## src/rtl/pat_pkg.sv

```systemverilog
// Shared types and sizing for the serial pattern buffer controller.
package pat_pkg;

   localparam int PAT_BUF_WIDTH = 8;
   localparam int PAT_BUF_SIZE  = 32;
   localparam int PAT_PTR_W     = 5;
   localparam int PAT_SHIFTS    = PAT_BUF_WIDTH * PAT_BUF_SIZE;

   typedef enum logic [1:0] {
      ST_IDLE     = 2'd0,
      ST_LD_WAIT  = 2'd1,
      ST_LD_SHIFT = 2'd2,
      ST_PLAY     = 2'd3
   } pat_seq_state_t;

endpackage

```

## src/rtl/pat_serializer.sv

```systemverilog
// Byte-to-serial shifter: after a load it drives ssel/sin MSB-first for
// exactly W cycles and flags the final bit.
module pat_serializer #(
   parameter int W = 8
) (
   input  logic         clk_i,
   input  logic         rst_i,
   input  logic         load_i,
   input  logic [W-1:0] data_i,
   output logic         ssel_o,
   output logic         sin_o,
   output logic         last_bit_o
);

   localparam int CW = (W > 1) ? $clog2(W) : 1;

   logic [W-1:0]  shreg_q, shreg_d;
   logic [CW-1:0] bit_cnt_q, bit_cnt_d;
   logic          active_q, active_d;

   assign last_bit_o = active_q && (bit_cnt_q == CW'(W - 1));
   assign ssel_o     = active_q;
   // Shifted-out positions refill with zeros, so sin idles low between bytes.
   assign sin_o      = shreg_q[W-1];

   always_comb begin
      shreg_d   = shreg_q;
      bit_cnt_d = bit_cnt_q;
      active_d  = active_q;
      if (load_i) begin
         shreg_d   = data_i;
         bit_cnt_d = '0;
         active_d  = 1'b1;
      end else if (active_q) begin
         shreg_d   = {shreg_q[W-2:0], 1'b0};
         bit_cnt_d = bit_cnt_q + 1'b1;
         if (last_bit_o) active_d = 1'b0;
      end
   end

   always_ff @(posedge clk_i) begin
      if (rst_i) begin
         shreg_q   <= '0;
         bit_cnt_q <= '0;
         active_q  <= 1'b0;
      end else begin
         shreg_q   <= shreg_d;
         bit_cnt_q <= bit_cnt_d;
         active_q  <= active_d;
      end
   end

endmodule

```

## src/rtl/pattern_sequencer.sv

```systemverilog
// Pattern buffer controller: serial loader for a BUF_SIZE-field pattern and
// a field-pointer player with programmable range, dwell and looping.
module pattern_sequencer
   import pat_pkg::*;
#(
   parameter int BUF_WIDTH = PAT_BUF_WIDTH,
   parameter int BUF_SIZE  = PAT_BUF_SIZE,
   parameter int PTR_W     = PAT_PTR_W,
   parameter int HOLD_W    = 8
) (
   input  logic                 sclk,
   input  logic                 rst,
   input  logic                 load_start,
   input  logic [BUF_WIDTH-1:0] load_data,
   input  logic                 load_valid,
   output logic                 load_ready,
   input  logic                 play_start,
   input  logic                 play_stop,
   input  logic [PTR_W-1:0]     first_field,
   input  logic [PTR_W-1:0]     last_field,
   input  logic [HOLD_W-1:0]    hold_cycles,
   input  logic                 loop_en,
   output logic                 ssel,
   output logic                 sin,
   output logic [PTR_W-1:0]     fieldp,
   input  logic [BUF_WIDTH-1:0] field_byte,
   output logic [BUF_WIDTH-1:0] field_out,
   output logic                 field_valid,
   output logic                 loaded,
   output logic                 busy,
   output logic                 done
);

   pat_seq_state_t state_q, state_d;

   logic [PTR_W-1:0]     byte_cnt_q, byte_cnt_d;
   logic                 loaded_q, loaded_d;
   logic [PTR_W-1:0]     fieldp_q, fieldp_d;
   logic [HOLD_W-1:0]    hold_cnt_q, hold_cnt_d;
   logic [PTR_W-1:0]     first_q, first_d;
   logic [PTR_W-1:0]     last_q, last_d;
   logic [HOLD_W-1:0]    hold_q, hold_d;
   logic                 loop_q, loop_d;
   logic                 new_q, new_d;
   logic [BUF_WIDTH-1:0] field_out_q, field_out_d;
   logic                 field_valid_q, field_valid_d;
   logic                 done_q, done_d;
   logic                 load_ready_q, busy_q;
   logic                 ser_load, ser_last;

   pat_serializer #(.W(BUF_WIDTH)) u_ser (
      .clk_i      (sclk),
      .rst_i      (rst),
      .load_i     (ser_load),
      .data_i     (load_data),
      .ssel_o     (ssel),
      .sin_o      (sin),
      .last_bit_o (ser_last)
   );

   assign load_ready  = load_ready_q;
   assign fieldp      = fieldp_q;
   assign field_out   = field_out_q;
   assign field_valid = field_valid_q;
   assign loaded      = loaded_q;
   assign busy        = busy_q;
   assign done        = done_q;

   always_comb begin
      state_d       = state_q;
      byte_cnt_d    = byte_cnt_q;
      loaded_d      = loaded_q;
      fieldp_d      = fieldp_q;
      hold_cnt_d    = hold_cnt_q;
      first_d       = first_q;
      last_d        = last_q;
      hold_d        = hold_q;
      loop_d        = loop_q;
      new_d         = 1'b0;
      field_out_d   = field_out_q;
      field_valid_d = 1'b0;
      done_d        = 1'b0;
      ser_load      = 1'b0;
      case (state_q)
         ST_IDLE: begin
            if (load_start) begin
               state_d    = ST_LD_WAIT;
               loaded_d   = 1'b0;
               byte_cnt_d = '0;
            end else if (play_start && loaded_q) begin
               state_d    = ST_PLAY;
               first_d    = first_field;
               last_d     = last_field;
               hold_d     = hold_cycles;
               loop_d     = loop_en;
               fieldp_d   = first_field;
               hold_cnt_d = hold_cycles;
               new_d      = 1'b1;
            end
         end
         ST_LD_WAIT: begin
            if (load_valid) begin
               ser_load = 1'b1;
               state_d  = ST_LD_SHIFT;
            end
         end
         ST_LD_SHIFT: begin
            if (ser_last) begin
               if (byte_cnt_q == PTR_W'(BUF_SIZE - 1)) begin
                  state_d  = ST_IDLE;
                  loaded_d = 1'b1;
               end else begin
                  byte_cnt_d = byte_cnt_q + 1'b1;
                  state_d    = ST_LD_WAIT;
               end
            end
         end
         ST_PLAY: begin
            // A stop on the first cycle of a dwell suppresses that capture too.
            if (play_stop) begin
               state_d = ST_IDLE;
            end else begin
               if (new_q) begin
                  field_out_d   = field_byte;
                  field_valid_d = 1'b1;
               end
               if (hold_cnt_q != '0) begin
                  hold_cnt_d = hold_cnt_q - 1'b1;
               end else if (fieldp_q == last_q) begin
                  if (loop_q) begin
                     fieldp_d   = first_q;
                     hold_cnt_d = hold_q;
                     new_d      = 1'b1;
                  end else begin
                     done_d  = 1'b1;
                     state_d = ST_IDLE;
                  end
               end else begin
                  fieldp_d   = fieldp_q + 1'b1;
                  hold_cnt_d = hold_q;
                  new_d      = 1'b1;
               end
            end
         end
         default: state_d = ST_IDLE;
      endcase
   end

   always_ff @(posedge sclk) begin
      if (rst) state_q <= ST_IDLE;
      else     state_q <= state_d;
   end

   always_ff @(posedge sclk) begin
      if (rst) begin
         byte_cnt_q    <= '0;
         loaded_q      <= 1'b0;
         fieldp_q      <= '0;
         hold_cnt_q    <= '0;
         first_q       <= '0;
         last_q        <= '0;
         hold_q        <= '0;
         loop_q        <= 1'b0;
         new_q         <= 1'b0;
         field_out_q   <= '0;
         field_valid_q <= 1'b0;
         done_q        <= 1'b0;
         load_ready_q  <= 1'b0;
         busy_q        <= 1'b0;
      end else begin
         byte_cnt_q    <= byte_cnt_d;
         loaded_q      <= loaded_d;
         fieldp_q      <= fieldp_d;
         hold_cnt_q    <= hold_cnt_d;
         first_q       <= first_d;
         last_q        <= last_d;
         hold_q        <= hold_d;
         loop_q        <= loop_d;
         new_q         <= new_d;
         field_out_q   <= field_out_d;
         field_valid_q <= field_valid_d;
         done_q        <= done_d;
         load_ready_q  <= (state_d == ST_LD_WAIT);
         busy_q        <= (state_d != ST_IDLE);
      end
   end

endmodule

```

## config.mk

```make
export PLATFORM = sky130hd
export DESIGN_NAME = pattern_sequencer
export DESIGN_NICKNAME = d
export VERILOG_FILES = /design/src/rtl/pat_pkg.sv /design/src/rtl/pat_serializer.sv /design/src/rtl/pattern_sequencer.sv
export SDC_FILE = /design/constraint.sdc
export NUM_CORES = 1
export LEC_CHECK = 0
export ABC_AREA = 1
export BUFFER_PORTS_ARGS = -buffer_cell sky130_fd_sc_hd__buf_2
export CAP_MARGIN = 15
export CORE_ASPECT_RATIO = 0.8
export CORE_MARGIN = 4
export CORE_UTILIZATION = 50
export DETAILED_ROUTE_END_ITERATION = 8
export PLACE_DENSITY = 0.7
export SYNTH_ARGS = -nofsm -noshare
export SYNTH_HDL_FRONTEND = slang
export SYNTH_SLANG_ARGS = --single-unit
```

## constraint.sdc

```tcl
create_clock -name sclk -period 1.84 [get_ports sclk]
set_input_delay 0.368 -clock sclk [delete_from_list [all_inputs] [get_ports sclk]]
set_output_delay 0.368 -clock sclk [all_outputs]
set_load 0.02 [all_outputs]
```

# == Yosys cells after proc, flatten, opt, wreduce, memory -nomap -nowiden ==
# Cells that the tools add are included.
# word_totals
ff_bits,65
in_bits,41
output_inout_bits,20
# op_classes
addsub,4
n_eq_ne,17
n_mux,48
bitwise,4
reduce_logical,17
# op_table
cell,n
two-way mux 8 bit,8
two-way mux 5 bit,9
one-hot mux 5 bit (2 select lines),2
two-way mux 1 bit,17
two-way mux 2 bit,8
"!= test 2 bit, second input constant",8
one-hot mux 8 bit (2 select lines),1
"adder 5 x 1 -> 5 bit, second input constant",2
one-hot mux 2 bit (4 select lines),1
AND reduction 4 bit,2
nonzero test 2 bit,4
nonzero test 8 bit,1
"subtractor 8 x 1 -> 8 bit, second input constant",1
AND reduction 3 bit,2
AND reduction 6 bit,1
== test 5 bit,1
"== test 5 bit, second input constant",1
AND reduction 5 bit,1
OR reduction 5 bit,1
"== test 2 x 1 -> 1 bit, second input constant",2
"== test 2 bit, second input constant",2
"!= test 4 bit, second input constant",1
inverter 1 bit,4
one-hot mux 1 bit (2 select lines),2
7 further kinds,8

# == Longest topological paths before layout ==
# Gate-level depths: netlist of run 1.
# depth
ltp_word,6
depth_mapped,13
ltp_nobuf,12

# == Hierarchy ==
# From an unflattened synthesis of run 1, not the netlist that was laid out.
# hier_totals
hier_cells,468
area_unflattened_um2,3258.1
# modules_own_cells
module,instances,cells_per_inst,area_per_inst_um2,seq_area_each_um2
pattern_sequencer,1,389,2702.6,1061.0
pat_serializer,1,79,555.5,240.2

# == Worst setup path before layout of run 1 ==
# OpenSTA, ideal clock, no wires.
# synth_timing
kind,register to register
from,reg byte_cnt_q[0]
to,reg byte_cnt_q[2]
arrival_ps,1535
required_time_ps,1766
setup_slack_ps,231
path_stages_with_launch,12
n_path_buf,0
period_less_slack_ps,1609
cell_sequence,dfxtp_1 > ha_1 > inv_1 > nor3_1 > ha_1 > nand2_1 > o21ai_0 > nor2_1 > inv_1 > o21ai_0 > nand2_1 > a31oi_1
# synth_via
elab_chain_cells,4
elab_cells_between_ends,7
# synth_lines
item,line,source
start: declaration,pattern_sequencer.sv:36,"logic [PTR_W-1:0] byte_cnt_q, byte_cnt_d;"
start signal: assignment,pattern_sequencer.sv:171,byte_cnt_q <= byte_cnt_d;
adder 5 x 1 -> 5 bit,pattern_sequencer.sv:113,byte_cnt_d = byte_cnt_q + 1'b1;
two-way mux 5 bit,pattern_sequencer.sv:109,if (byte_cnt_q == PTR_W'(BUF_SIZE - 1)) begin
two-way mux 5 bit,pattern_sequencer.sv:108,if (ser_last) begin
one-hot mux 5 bit (2 select lines),pattern_sequencer.sv:84,case (state_q)
# Parallel ways exist; a longest one is shown, timed or not. The select of a mux whose other input is x is not followed.
# A chain may end at the register's enable or synchronous reset.

# == Worst setup path in the final report of run 1 ==
# layout_timing
from,reg byte_cnt_q[1]
to,"reg load_ready_q, in the netlist load_ready"
# layout_via
elab_chain_cells,5
# layout_lines
item,line,source
== test 5 bit,pattern_sequencer.sv:109,
two-way mux 1 bit,pattern_sequencer.sv:109,
two-way mux 2 bit,pattern_sequencer.sv:108,
one-hot mux 2 bit (4 select lines),pattern_sequencer.sv:84,
== test 2 x 1 -> 1 bit,pattern_sequencer.sv:183,load_ready_q <= (state_d == ST_LD_WAIT);
end signal: assignment,pattern_sequencer.sv:183,
end: declaration,pattern_sequencer.sv:48,"logic load_ready_q, busy_q;"
# No other way between the ends.

==> impl_results.md, run 1 <==
- Status: complete, no violations
- CTS tree: done
- Fin Clk Skew: about 0.009 ns
- Hold-fix buffers, CTS: 0
- Crit path launch type: register
- Die area: a little under 8000 um2
- Diode count: 0
- Mapped cell area: 3230 um2
- Slew Limit Fails: 0
- PortBufs: 60
- First DRT Iteration DRCs: 96
- WL/cell: 12.6 um
- Comb pwr share: 0.208
- Crit Path Class: reg2reg
- Core area: 6070 um2
- Net Sw Power: between 1 and 1.5 mW
- CTS clk-pin slew, worst paths: approximately 0.070 ns
- CTS HTree Levels: 3
- Cells after synthesis: roughly 450
- Synth area leader: dfxtp_1
- Final Power: 3.22 mW
- Synth Register Bits: 65
- Net Sw Frac: 0.317
- Synth area leaders: dfxtp_1, nand2_1, nor2_1, o21ai_0, a21oi_1
- Post-Syn Nets: 506
- Fmax: 577 MHz
- Finish-stage setup viols: 0
- PwrDens: approximately 840 nW/um2
- DIE WIDTH: around 100 um
- Initial Util: 0.532
- DP Area: 3620 um2
- Sequential share of power: 0.472
- GR Overflow Total: 0
- Design area: 3830 um2
- Yosys top cell area share: 0.403
- Placed Instances: just under 600
- Req. time, crit path: about 2.1 ns
- Routed Antenna Nets: 0
- Routed wire length: 7680 um
- GRT Total Usage: 0.204
- Via count: around 3000
- Slew @ Worst Pin: around 0.34 ns
- Post-layout min period: about 1.7 ns
- Die Ht: about 80 um
- # nets final: 573
- Ports: 61
- Drc violations: 0
- First-pass DRT Iterations: 4
- Slew headroom: 0.771
- Final hold viol count: 0
- Non-Filler Instances: roughly 610
- Sequential element share of the synthesized area: 0.403
- Pre-CTS WS: -0.0620 ns
- GPL Wtd Cong: about 0.86
- Avg Cell Area, Syn: 7.10 um2
- Clk Latency, worst-skew pair: between 0.3 and 0.4 ns
- Unique masters post-synth: 35
- Int Power: 2.20 mW
- Largest buffer count on any clock path: 2
- Antenna violations before repair: 0
- Fin crit share: 0.941
- # rows: 25
- Global-route wire length before repair: 13000 um
- Layout cell share with drive strength beyond 1: 0.234
- Worst setup EP type: register
- Critical Path Fanout Max: 3
- Leakage: roughly 1.8 nW
- Vias per cell: between 5 and 6
- Final setup margin: between 0.1 and 0.15 ns
- Post-DP HPWL: 5340 um
- Vias in the first global route: ~2900
- Clock Sinks: 65
- Crit path DAT: ~2 ns
- Max-capacitance violation count: 0
- CTS buffer count: 9
- Worst Hold Class: in2reg
- Synthesis Warnings: 0
- Root Driver: clkbuf_8
- Max IR drop VDD: 473 uV
- Largest net degree at the start of global routing: 23
- Area Growth Syn to Fin: 18.7%
- Clk pwr share: 0.320
-- power groups by stage --
stage	clock, mW	sequential [mW]	combinational (mW)
CTS	1.06	1.52	0.654
global route	1.13	1.52	0.750
global placement	0	1.54	0.641
finish	1.03	1.52	0.668
detailed placement	0	1.55	0.649
floorplan	0	1.57	0.467
-- sequential cells by signal, indices dropped and copies added (netlist names) --
register	flops
loaded	1
last_q	5
loop_q	1
u_ser.bit_cnt_q	3
field_valid	1
hold_q	8
field_out	8
first_q	5
fieldp	5
load_ready	1
hold_cnt_q	8
busy	1
u_ser.ssel_o	1
done	1
state_q	2
u_ser.shreg_q	8
new_q	1
byte_cnt_q	5
-- cell usage after synthesis (all sizes together) --
library cell,count
a211oi,1
a21oi,31
dfxtp,65
o31ai,1
nand4,4
nor2,78
clkbuf,8
o21a,1
nor3,4
o211ai,2
ha,11
nand2,102
buf,11
inv,39
a311oi,1
o21ai,50
xor2,6
nand3,25
nor4,1
xnor2,4
a31oi,9
-- final timing paths --
check | from | end | slack (ns) | depth (start not counted)
setup / recovery | byte_cnt_q[1]$_SDFFE_PP0P_ | load_ready$_SDFF_PP0_ | 0.11 | 9
hold reg to reg | field_out[6]$_SDFFE_PP0P_ | field_out[6]$_SDFFE_PP0P_ | 0.46 | 2
setup reg to reg | byte_cnt_q[1]$_SDFFE_PP0P_ | load_ready$_SDFF_PP0_ | 0.11 | 9
hold / removal | last_field[3] | last_q[3]$_SDFFE_PP0P_ | 0.24 | 3
-- stage by stage --
step | hold WS [ns] | setup TNS, ns | util
after floorplan | 0.434 | 0 | -
after global placement | 0.447 | 0 | 0.597
after detailed placement | 0.453 | -0.0620 | 0.597
after CTS | 0.227 | 0 | 0.625
after global routing | 0.246 | -0.00701 | 0.631
final | 0.243 | 0 | 0.631
-- logic make-up after synthesis --
kind of cell | count (synthesis) | share of synthesized area
xor+xnor | 10 | 0.0272
fa+ha+maj | 11 | 0.0427
buf+inv | 58 | 0.0787
compound gates | 96 | 0.160
flops | 65 | 0.403
simple gates | 214 | 0.288
-- repair_timing --
item                                    CTS  global route
buffers inserted                          0             1
pin swaps                                 1             1
cloned                                    0             0
endpoints found under the setup margin    1            28
gates resized for setup                   1            14
-- cells in the final DEF, fill, tap and decap left out, types with 6 or more instances in the layout --
master | Yosys | final
ha_1 | 11 | 9
a31oi_1 | 9 | 9
nor2_1 | 71 | 69
inv_2 | 7 | 8
clkbuf_8 | 0 | 9
nand3_1 | 22 | 22
nand2_1 | 97 | 97
dfxtp_1 | 65 | 65
buf_4 | 1 | 15
o21ai_0 | 46 | 43
inv_1 | 32 | 30
buf_2 | 5 | 60
xor2_1 | 6 | 6
a21oi_1 | 30 | 30
-- final cells by class --
| type | instances | area [um2] |
|---|---|---|
| fillers | 598 | 2240 |
| multi-input cells | 331 | 1700 |
| flip-flops and latches | 65 | 1300 |
| repair buffers | 75 | 413 |
| inverters | 39 | 149 |
| clock buffers | 10 | 128 |
| well taps | 81 | 101 |
| clock inverters | 6 | 35.0 |
-- metal layers --
| metal | up-vias | track usage | part of all wire | wire length [um] |
|---|---|---|---|---|
| met4 | 0 | 0.0512 | 0.015 | 116 |
| li1 | 1609 | - | - | - |
| met3 | 9 | 0.0638 | 0.039 | 297 |
| met1 | 1401 | 0.260 | 0.49 | 3750 |
| met2 | 50 | 0.338 | 0.46 | 3510 |
| met5 | - | 0 | 0 | 0 |
-- worst max-delay path, stage by stage (launching register included) --
cell	delay, ns
dfxtp_1	0.36
ha_1	0.20
inv_2	0.06
nor3_2	0.15
ha_2	0.23
nand3_1	0.09
a311oi_2	0.26
o21ai_1	0.10
nand2_1	0.11
nor2_1	0.07
Note: power is estimated with default switching activity, not from simulation.
==> run 2, diff against run 1 <==
--- a/config.mk
+++ b/config.mk
@@ -8,11 +8,13 @@
 export ABC_AREA = 1
 export BUFFER_PORTS_ARGS = -buffer_cell sky130_fd_sc_hd__buf_2
 export CAP_MARGIN = 15
+export CELL_PAD_IN_SITES_DETAIL_PLACEMENT = 1
+export CELL_PAD_IN_SITES_GLOBAL_PLACEMENT = 1
 export CORE_ASPECT_RATIO = 0.8
 export CORE_MARGIN = 4
-export CORE_UTILIZATION = 50
+export CORE_UTILIZATION = 39
 export DETAILED_ROUTE_END_ITERATION = 8
-export PLACE_DENSITY = 0.7
+export PLACE_DENSITY = 0.76
 export SYNTH_ARGS = -nofsm -noshare
 export SYNTH_HDL_FRONTEND = slang
 export SYNTH_SLANG_ARGS = --single-unit
==> impl_results.md, run 2 (synthesis results as in run 1) <==
- Vias per cell: 4.94
- Critical Path Max Stage Delay: 0.37 ns
- First-pass DRT Iterations: 4
- # nets final: ~580
- Final core occ: 0.495
- Fin Clk Skew: 0.00837 ns
- Most common cell after layout, fill and taps aside: nand2_1
- DIE WIDTH: about 110 um
- Initial Util: 0.404
- WHS Endpoint: last_q[0]$_SDFFE_PP0P_
- Post-layout min period: between 1.5 and 2 ns
- # rows: 29
- Final hold viol count: 0
- Global-route wire length before repair: 15200 um
- Worst Hold Class: in2reg
- Placed Instances: between 600 and 700
- Critical Path Source: byte_cnt_q[1]$_SDFFE_PP0P_
- Via count: roughly 3100
- Worst setup EP type: register
- Crit Path Class: reg2reg
- Leakage: approximately 1.9 nW
- Fin Hold WS: around 0.23 ns
- Largest buffer count on any clock path: 2
- Fin crit share: 0.929
- WL/cell: ~14 um
- Die Ht: around 90 um
- R2R setup slack: roughly 0.13 ns
- Fill cells: 1058
- Non-Filler Instances: 636
- CTS HTree Levels: 3
- Post-DP HPWL: around 6600 um
- Largest delay contributor family on the critical path: adder cells
- Worst-path cell chain: ha_2 > inv_2 > nor3_2 > ha_2 > nand3_1 > a311oi_1 > o21ai_1 > nand2_1 > nand2_1
- Slowest cell on the critical path: dfxtp_1
- Antenna violations before repair: 0
- Status: complete, no violations
- WP buf/inv: 1
- Hold Crit Start: last_field[0]
- Req. time, crit path: around 2.1 ns
- Core area: around 8000 um2
- Crit path DAT: between 1.5 and 2 ns
- Routed wire length: roughly 9200 um
- Fmax: about 590 MHz
- Slew headroom: 0.706
- Ports: 61
- CTS tree: done
- Critical Path Fanout Max: 3
- CTS buffer count: 9
- Largest net degree at the start of global routing: 24
- Worst r2r src: byte_cnt_q[1]$_SDFFE_PP0P_
- Area Growth Syn to Fin: 22.6%
- Hold-fix buffers, CTS: 0
- Reg2reg path depth: 9
- PortBufs: 60
- Pre-CTS WS: -0.0524 ns
- GR Overflow Total: 0
- Max IR drop VDD: approximately 510 uV
- First DRT Iteration DRCs: 111
- GPL Wtd Cong: between 0.8 and 0.9
- Worst hold path depth: 3
- Crit path launch type: register
- Commonest cells after routing, fill and taps aside: nand2_1, nor2_1, dfxtp_1
- PwrDens: slightly above 900 nW/um2
- GRT Total Usage: 0.200
- Routed Antenna Nets: 0
- Die area: roughly 9800 um2
- Clk Latency, worst-skew pair: 0.36 ns
- Max-capacitance violation count: 0
- CTS clk-pin slew, worst paths: roughly 0.07 ns
- Drc violations: 0
- Final Power: about 3.6 mW
- Layout cell share with drive strength beyond 1: 0.246
- Vias in the first global route: about 3200
- End of the worst register-to-register path: busy$_SDFF_PP0_
- Slew @ Worst Pin: 0.437 ns
- Slew Limit Fails: 0
- Diode count: 0
- Final setup margin: roughly 0.13 ns
- Finish-stage setup viols: 0
- Root Driver: clkbuf_8
- Clock Sinks: 65
-- run 2: cell count changes in the layout (fill, tap and decap cells not counted), sizes merged --
cell      before  now
bufinv         0    2
clkinv         4    3
clkbuf        10   11
buf           75   77
clkinvlp       2    0
-- run 2: worst max path at each step --
stage	end	slack, ns	cells past startpoint
2_1_floorplan	byte_cnt_q[2]$_SDFFE_PP0P_	0.23	11
3_3_place_gp	byte_cnt_q[2]$_SDFFE_PP0P_	0.06	11
3_5_place_dp	byte_cnt_q[2]$_SDFFE_PP0P_	-0.05	11
6_report	busy$_SDFF_PP0_	0.13	9
4_1_cts	byte_cnt_q[3]$_SDFFE_PP0P_	0.01	11
5_1_grt	busy$_SDFF_PP0_	-0.005	11
-- run 2: repair_timing --
item                                    4_1_cts  5_1_grt
resized for setup                             3       19
cloned                                        0        0
endpoints found under the setup margin        4       36
buffers inserted                              1        2
pin swaps                                     1        5
-- run 2: area by class of cell --
class / count / area (um2) / share of cell area
flip-flops and latches: 65 / 1300 / 0.329
inverters: 39 / 149 / 0.0376
clock inverters: 5 / 78.8 / 0.0199
clock buffers: 11 / 141 / 0.0357
repair buffers: 77 / 428 / 0.108
multi-input cells: 331 / 1720 / 0.435
well taps: 108 / 135 / 0.0342
-- run 2: power breakdown --
group	switching, mW	internal (mW)	leakage, nW
Clock	0.573	0.798	0.113
Combinational	0.465	0.272	1.22
Sequential	0.0481	1.47	0.528
-- run 2: metal layers --
layer | vias up | part of all wire | GRT usage
met2 | 38 | 0.48 | 0.333
met5 | - | 0 | 0
met4 | 0 | 0.015 | 0.0646
met3 | 13 | 0.033 | 0.0592
met1 | 1475 | 0.47 | 0.251
li1 | 1618 | - | -
-- run 2: through the flow --
step	area [um2]	setup TNS, ns
detailed placement	3660	-0.0524
finish	3960	0
global route	3960	-0.00531
floorplan	3230	0
CTS	3890	0
global placement	3660	0
-- run 2: tightest hold or removal path, delay by kind of cell --
| kind | cells | cell delay (ns) |
|---|---|---|
| AND/OR/NAND/NOR | 2 | 0.11 |
| buffers and inverters | 1 | 0.08 |
